==> src/rtl/pipeline_hazard_ctrl.sv <==
// Hazard control for a 5-stage pipeline: operand forwarding, load-use stalls and multi-cycle M-extension stalls.
// Define HAZARD_MD_EN to build in the multiply/divide stall path (MD_BUSY/MD_DONE states).
module pipeline_hazard_ctrl #(
    parameter int AW       = 5,
    parameter int LOAD_BUB = 1,
    parameter int MD_LAT   = 32
) (
    input  logic          clk,
    input  logic          rst,
    input  logic          reg_wrM,
    input  logic          reg_wrW,
    input  logic [1:0]    wb_selE,
    input  logic [AW-1:0] raddr1D,
    input  logic [AW-1:0] raddr2D,
    input  logic [AW-1:0] raddr1E,
    input  logic [AW-1:0] raddr2E,
    input  logic [AW-1:0] waddrE,
    input  logic [AW-1:0] waddrM,
    input  logic [AW-1:0] waddrW,
    input  logic          br_taken,
    input  logic          md_startE,
    output logic          stallF,
    output logic          stallD,
    output logic          stallE,
    output logic          flushD,
    output logic          flushE,
    output logic          flushM,
    output logic [1:0]    forwardAE,
    output logic [1:0]    forwardBE,
    output logic          md_busy
);

    localparam int MAXC = (LOAD_BUB > MD_LAT) ? LOAD_BUB : MD_LAT;
    localparam int CW   = $clog2(MAXC) + 1;

    typedef enum logic [1:0] {
        IDLE     = 2'd0,
        LD_STALL = 2'd1
`ifdef HAZARD_MD_EN
        ,
        MD_BUSY  = 2'd2,
        MD_DONE  = 2'd3
`endif
    } state_t;

    state_t          state_q, state_d;
    logic [CW-1:0]   cnt_q, cnt_d;
    logic            load_use;

`ifndef HAZARD_MD_EN
    logic unused_md;
    assign unused_md = md_startE;
`endif

    function automatic logic [1:0] fwd_sel(
        input logic [AW-1:0] ra,
        input logic          wr_m,
        input logic [AW-1:0] wa_m,
        input logic          wr_w,
        input logic [AW-1:0] wa_w
    );
        logic [1:0] sel;
        sel = 2'b01;
        if (ra != '0) begin
            if (wr_m && (wa_m == ra))
                sel = 2'b00;
            else if (wr_w && (wa_w == ra))
                sel = 2'b10;
        end
        return sel;
    endfunction

    assign forwardAE = fwd_sel(raddr1E, reg_wrM, waddrM, reg_wrW, waddrW);
    assign forwardBE = fwd_sel(raddr2E, reg_wrM, waddrM, reg_wrW, waddrW);

    assign load_use = (wb_selE == 2'b10) && (waddrE != '0) &&
                      ((raddr1D == waddrE) || (raddr2D == waddrE));

    always_ff @(posedge clk or negedge rst) begin
        if (!rst) begin
            state_q <= IDLE;
            cnt_q   <= '0;
        end else begin
            state_q <= state_d;
            cnt_q   <= cnt_d;
        end
    end

    // The entry cycle is the first stall cycle, so the counter holds the stall cycles still owed.
    always_comb begin
        state_d = state_q;
        cnt_d   = cnt_q;
        stallF  = 1'b0;
        stallD  = 1'b0;
        stallE  = 1'b0;
        flushD  = 1'b0;
        flushE  = 1'b0;
        flushM  = 1'b0;
        md_busy = 1'b0;
        case (state_q)
            IDLE
`ifdef HAZARD_MD_EN
            , MD_DONE
`endif
            : begin
                state_d = IDLE;
                cnt_d   = '0;
                if (br_taken) begin
                    flushD = 1'b1;
                    flushE = 1'b1;
                end
`ifdef HAZARD_MD_EN
                else if (md_startE && (state_q == IDLE)) begin
                    stallF  = 1'b1;
                    stallD  = 1'b1;
                    stallE  = 1'b1;
                    flushM  = 1'b1;
                    md_busy = 1'b1;
                    state_d = MD_BUSY;
                    cnt_d   = CW'(MD_LAT - 1);
                end
`endif
                else if (load_use) begin
                    stallF = 1'b1;
                    stallD = 1'b1;
                    flushE = 1'b1;
                    if (LOAD_BUB > 1) begin
                        state_d = LD_STALL;
                        cnt_d   = CW'(LOAD_BUB - 1);
                    end
                end
            end
            LD_STALL: begin
                if (br_taken) begin
                    flushD  = 1'b1;
                    flushE  = 1'b1;
                    state_d = IDLE;
                    cnt_d   = '0;
                end else begin
                    stallF = 1'b1;
                    stallD = 1'b1;
                    flushE = 1'b1;
                    cnt_d  = cnt_q - CW'(1);
                    if (cnt_q <= CW'(1)) begin
                        state_d = IDLE;
                        cnt_d   = '0;
                    end
                end
            end
`ifdef HAZARD_MD_EN
            MD_BUSY: begin
                stallF  = 1'b1;
                stallD  = 1'b1;
                stallE  = 1'b1;
                flushM  = 1'b1;
                md_busy = 1'b1;
                cnt_d   = cnt_q - CW'(1);
                if (cnt_q <= CW'(1)) begin
                    state_d = MD_DONE;
                    cnt_d   = '0;
                end
            end
`endif
            default: begin
                state_d = IDLE;
                cnt_d   = '0;
            end
        endcase
        if (!rst) begin
            stallF  = 1'b0;
            stallD  = 1'b0;
            stallE  = 1'b0;
            flushD  = 1'b0;
            flushE  = 1'b0;
            flushM  = 1'b0;
            md_busy = 1'b0;
        end
    end

endmodule
==> config.mk <==
export PLATFORM = sky130hd
export DESIGN_NAME = pipeline_hazard_ctrl
export DESIGN_NICKNAME = d
export VERILOG_FILES = /design/src/rtl/pipeline_hazard_ctrl.sv
export SDC_FILE = /design/constraint.sdc
export NUM_CORES = 1
export LEC_CHECK = 0
export CORE_MARGIN = 2
export CORE_UTILIZATION = 29
export DETAILED_ROUTE_END_ITERATION = 16
export PLACE_DENSITY_LB_ADDON = 0.3
export SETUP_SLACK_MARGIN = 0.2
export SKIP_LAST_GASP = 1
export SYNTH_ARGS = -nofsm -noshare
export SYNTH_HDL_FRONTEND = slang
export SYNTH_SLANG_ARGS = --single-unit
==> constraint.sdc <==
create_clock -name clk -period 1.5 [get_ports clk]
set_input_delay 0.225 -clock clk [delete_from_list [all_inputs] [get_ports clk]]
set_output_delay 0.225 -clock clk [all_outputs]
set_load 0.03 [all_outputs]
==> metrics.md <==
| Metric | Value |
|---|---|
| Comb power frac | 1.000 |
| Sequential cells | 0 |
| Crit-path leading delay family | simple AND/OR/NAND/NOR gates |
| Min Tclk post-route | 1.63 ns |
| First-pass GRT wire length | 3020 um |
| Fin. max-slew vios | 0 |
| Share of layout cells above drive strength 1 | 0.533 |
| Commonest non-fill, non-tap cells in the layout | 22 x xor2_1, 17 x buf_6, 13 x buf_4 |
| Vias | 664 |
| Worst-path fanout max | 3 |
| CP startpoint kind | input port |
| Crit-path cells | buf_8 > xor2_1 > nor4_1 > and3_1 > nor3b_4 > buf_6 |
| Final setup margin | -0.132 ns |
| Synth area leader | xor2_1 |
| # setup viols final | 7 |
| GRT Overall Usage | 0.197 |
| Switching share of power | 0.454 |
| # Max-Cap Violations | 0 |
| Sequential area share after synthesis | 0 |
| Worst path bufs/invs | 2 |
| Post-synthesis cell area | 480 um^2 |
| Cell Int Power | 0.000157 W |
| Final Hold Viols | 0 |
| Initial antenna violation count | 0 |
| Final ANT Viol Nets | 0 |
| Global route overflow | 0 |
| Mean area per synthesized cell | 7.75 um^2 |
| Yosys cell types | 17 |
| Min-delay worst type | input port to output pin |
| Max Freq | 613 MHz |
| Design Area, Final | 0.00113 mm^2 |
| Required @ worst endpoint | 1.27 ns |
| Share of the synthesized area in the top cell type | 0.474 |
| DIE WIDTH | 44.7 um |
| Nets@finish | 165 |
| Leakage | 0.517 nW |
| # hold bufs at CTS | 0 |
| Most common cell after layout, fill and taps aside | xor2_1 |
| Hold WS | 0.875 ns |
| Hold Path Depth | 4 |
| Worst stage delay on the critical path | 0.33 ns |
| Worst vdd ir | 0.164 mV |
| Pin count of the biggest net entering global routing | 4 |
| Initial core utilization | 0.315 |
| Slowest cell on the critical path | nor4_1 |
| Cells after Synth | 62 |
| Yosys warns | 0 |
| Sequential share of power | 0 |
| WS Path Type | input port to output pin |
| Outcome | complete, but fails checks |
| Arrival @ worst endpoint | 1.41 ns |
| Cells after DPL | 134 |
| Sw Pwr | 0.000130 W |
| Post-Route WL | 1820 um |
| RSZ-0062 raised after global routing | yes |
| Chip height | 44.7 um |
| Non-filler cells, final | 136 |
| Pwr per Cell Area | 253 mW/mm^2 |
| Area growth syn-to-layout | 135% |
| Number of diodes | 0 |
| Placed instance area | 0.00107 mm^2 |
| Hold Path Sink | forwardAE[0] |
| Port Buf Inserts | 49 |
| Number of global-route vias before repair | 722 |
| Die area | 0.00200 mm^2 |
| Rows | 14 |
| Post-DR wirelength/cell | 13.4 um |
| Residual DRC count | 0 |
| DRT iter0 DRCs | 2 |
| DP HPWL | 1600 um |
| Tcrit/Tclk final | 1.09 |
| Core Box Area | 0.00152 mm^2 |
| CLK BUF | 0 |
| Hold_sp | raddr1E[4] |
| Initial DRT Pass Iterations | 3 |
| I/O pin count | 54 |
| Violated checks | negative setup slack |
| Ranking of synthesized cells by area | xor2_1 47%, xnor2_1 7.3%, buf_4 6.3% |
| GPL Wtd Cong | 0.786 |
| Worst setup EP type | output pin |
| Avg Vias per Cell | 4.88 |
| FF/Latch Area | 0 um^2 |
| Total power | 0.000287 W |
| Final core occ | 0.742 |
| Clock power frac | 0 |
-- Yosys cell counts --
master and n:
buf_4 4, or4_4 1, nor2_1 4, nor3b_2 2
a22oi_1 1, and2_1 1, o22ai_1 2, nor4_1 4
xor2_1 26, nor3_1 3, conb_1 1, xnor2_1 4
o2111ai_2 1, and3_1 4, or4_1 2, inv_1 1
o21bai_1 1
-- worst max-delay path by stage --
stage | start | end | slack, ns | depth (start not counted)
after floorplan | waddrE[2] | stallF | 0.01 | 5
after global placement | waddrE[2] | flushE | -0.81 | 5
after detailed placement | waddrE[2] | flushE | -0.84 | 5
after CTS | raddr2E[1] | forwardBE[1] | -0.14 | 6
after global routing | raddr2E[2] | forwardBE[1] | -0.18 | 6
final | raddr2E[2] | forwardBE[1] | -0.13 | 6
-- power by group through the flow --
stage               clock [W]  sequential, W  combinational (W)
floorplan                   0              0           0.000108
global placement            0              0           0.000273
detailed placement          0              0           0.000279
CTS                         0              0           0.000269
global route                0              0           0.000307
finish                      0              0           0.000287
-- per-stage QoR --
step	TNS (ns)	setup slack [ns]
2_1_floorplan	0	0.0117
3_3_place_gp	-3.54	-0.812
3_5_place_dp	-3.92	-0.843
4_1_cts	-0.658	-0.141
5_1_grt	-0.938	-0.176
6_report	-0.586	-0.132
-- repair_timing --
| item | 4_1_cts | 5_1_grt |
|---|---|---|
| gates resized for setup | 125 | 31 |
| cloned | 0 | 0 |
| pin swaps | 20 | 20 |
| buffers inserted | 2 | 0 |
| setup endpoints to repair | 7 | 7 |
-- layer usage --
metal	GRT usage	up-vias	part of all wire
li1	-	329	-
met4	0.0364	0	0.010
met3	0.00800	2	0.050
met2	0.391	26	0.60
met5	0	-	0
met1	0.231	307	0.34
-- cells by family (layout without fill, tap and decap cells) --
family	Yosys count	count (layout)	synth area share
buf+inv	5	61	0.0703
compound gates	5	5	0.0885
other cells	1	3	0.00781
xor+xnor	30	30	0.547
simple gates	21	21	0.286
-- layout make-up --
type	count	area [um^2]
multi-input cells	59	574
repair buffers	60	533
fillers	116	393
well taps	16	20.0
inverters	1	3.75
(Power assumes the default switching activity.)
==> RTL edit, RTL diff (same settings) <==
The option `HAZARD_MD_EN` is turned on by a define.
--- a/src/rtl/pipeline_hazard_ctrl.sv
+++ b/src/rtl/pipeline_hazard_ctrl.sv
@@ -1,5 +1,7 @@
 // Hazard control for a 5-stage pipeline: operand forwarding, load-use stalls and multi-cycle M-extension stalls.
 // Define HAZARD_MD_EN to build in the multiply/divide stall path (MD_BUSY/MD_DONE states).
+`define HAZARD_MD_EN
+
 module pipeline_hazard_ctrl #(
     parameter int AW       = 5,
     parameter int LOAD_BUB = 1,
Behaviour: not the same (a bounded check fails within 4 cycles, from zero or initial values and one cycle with rst low).
==> RTL edit against the unedited design <==
  * The run still ends with negative setup slack left
  * Count of clock-buffer cells in the layout increased by 3
  * Fmax down 12%
  * Design area increased by 75%
  * Routed wire length rose by 70%
  * Worst setup slack got worse by 230 ps
  * Non-clock buffer count is 16 higher
  * Synthesized area increased by 96%
  * Sequential cell count rose by 8
  * Critical path depth rose by 1
  * Highest routed layer unchanged
Power is left out: it rests on default switching activity, and per cell area and clock period it moved more than threefold.
==> RTL edit: results (changes against the unedited design) <==
stage	metric	value	unit	change
status	status	finished, violations left		unchanged
status	violations	negative setup slack		unchanged
worst_setup_path	cp_data_arrival_time	1640	ps	was 1410 ps
die	core-area	3080	sq um	was 1520 sq um
global_route	met2_usage	32.6	%	was 39.1%
global_route	grt_start_max_net_pins	11		was 4
placed_design	pre_cts_ws	-812	ps	was -843 ps
global_route	grt_pass1_wl	4.55	mm	was 3.02 mm
yosys	synth_cell_types	27		was 17
worst_setup_path	cpPeakStageDelay	440	ps	was 330 ps
final_layout	seq-cell-share	10.3	%	was 0%
timing	setup_tns	-3050	ps	was -586 ps
yosys	synth-xor-area-share	31.7	%	was 54.7%
final_layout	multi_input_comb_cells	100		was 59
placed_design	gp_congestion	0.829		was 0.786
placed_design	postPlaceCellArea	1710	sq um	was 1070 sq um
yosys	ys_seq_area_share	21.3	%	was 0%
timing	setup_slack	-364	ps	was -132 ps
final_layout	drive_gt1_share	52.8	%	was 53.3%
clocking	post_cts_resized	138		was 125
yosys	synth_compound_area_share	11.7	%	was 8.85%
final_layout	nets	243		was 165
global_route	track_usage	16.3	%	was 19.7%
placed_design	dp_hpwl	2.37	mm	was 1.60 mm
routing	first_pass_iters	4		was 3
final_layout	clk_share	1.14	%	was 0%
routing	wire_per_inst	13.1	microns	was 13.4 microns
global_route	met3_usage	2.13	%	was 0.800%
final_layout	nNonClkBuffers	76		was 60
final_layout	layout.nonclk_buf_share	36.7	%	was 47.1%
final_layout	inverters	6		was 1
timing	setup_viol	14		was 7
routing	drtIter0Drc	28		was 2
yosys	synthTopCellsByArea	dfrtp_1 21%, xor2_1 21%, xnor2_1 11%, ha_1 6.7%, o21ai_0 4.3%		was xor2_1 47%, xnor2_1 7.3%, buf_4 6.3%, and3_1 5.2%, nor3b_2 5.2%
clocking	post_cts_buffers	3		was 2
yosys	synth-adder-area-share	6.66	%	was 0%
placed_design	dpl.cell_count	226		was 134
min_path	min_path_type	primary input to asynchronous set/reset pin		was primary input to output pin
## RTL edit: cell count changes after synthesis, moves of 3 or more
cell	unedited run	this run
dfrtp_1	0	8
nand2_1	0	8
o21ai_0	0	8
xnor2_1	4	12
a21oi_1	0	5
ha_1	0	5
inv_1	1	6
nand3_1	0	4
nor2_1	4	8
xor2_1	26	22
nor2b_1	0	3
## RTL edit: how the worst max path moves through the flow
stage                          start           end  slack (ps)  cells after the start
after CTS                 state_q[0]        stallF        -360                      6
after detailed placement  raddr2E[2]  forwardBE[0]        -810                      6
after global placement    raddr2E[2]  forwardBE[0]        -780                      6
final                     state_q[0]        stallD        -360                      7
after global routing      state_q[0]        stallF        -420                      7
after floorplan           state_q[1]       md_busy        -160                      6
## RTL edit: cells by family (layout without fill, tap and decap cells)
kind of cell	after synthesis	count (layout)
xor+xnor	34	34
buf+inv	9	85
simple gates	42	42
compound gates	19	19
fa+ha+maj	5	5
flops	8	8
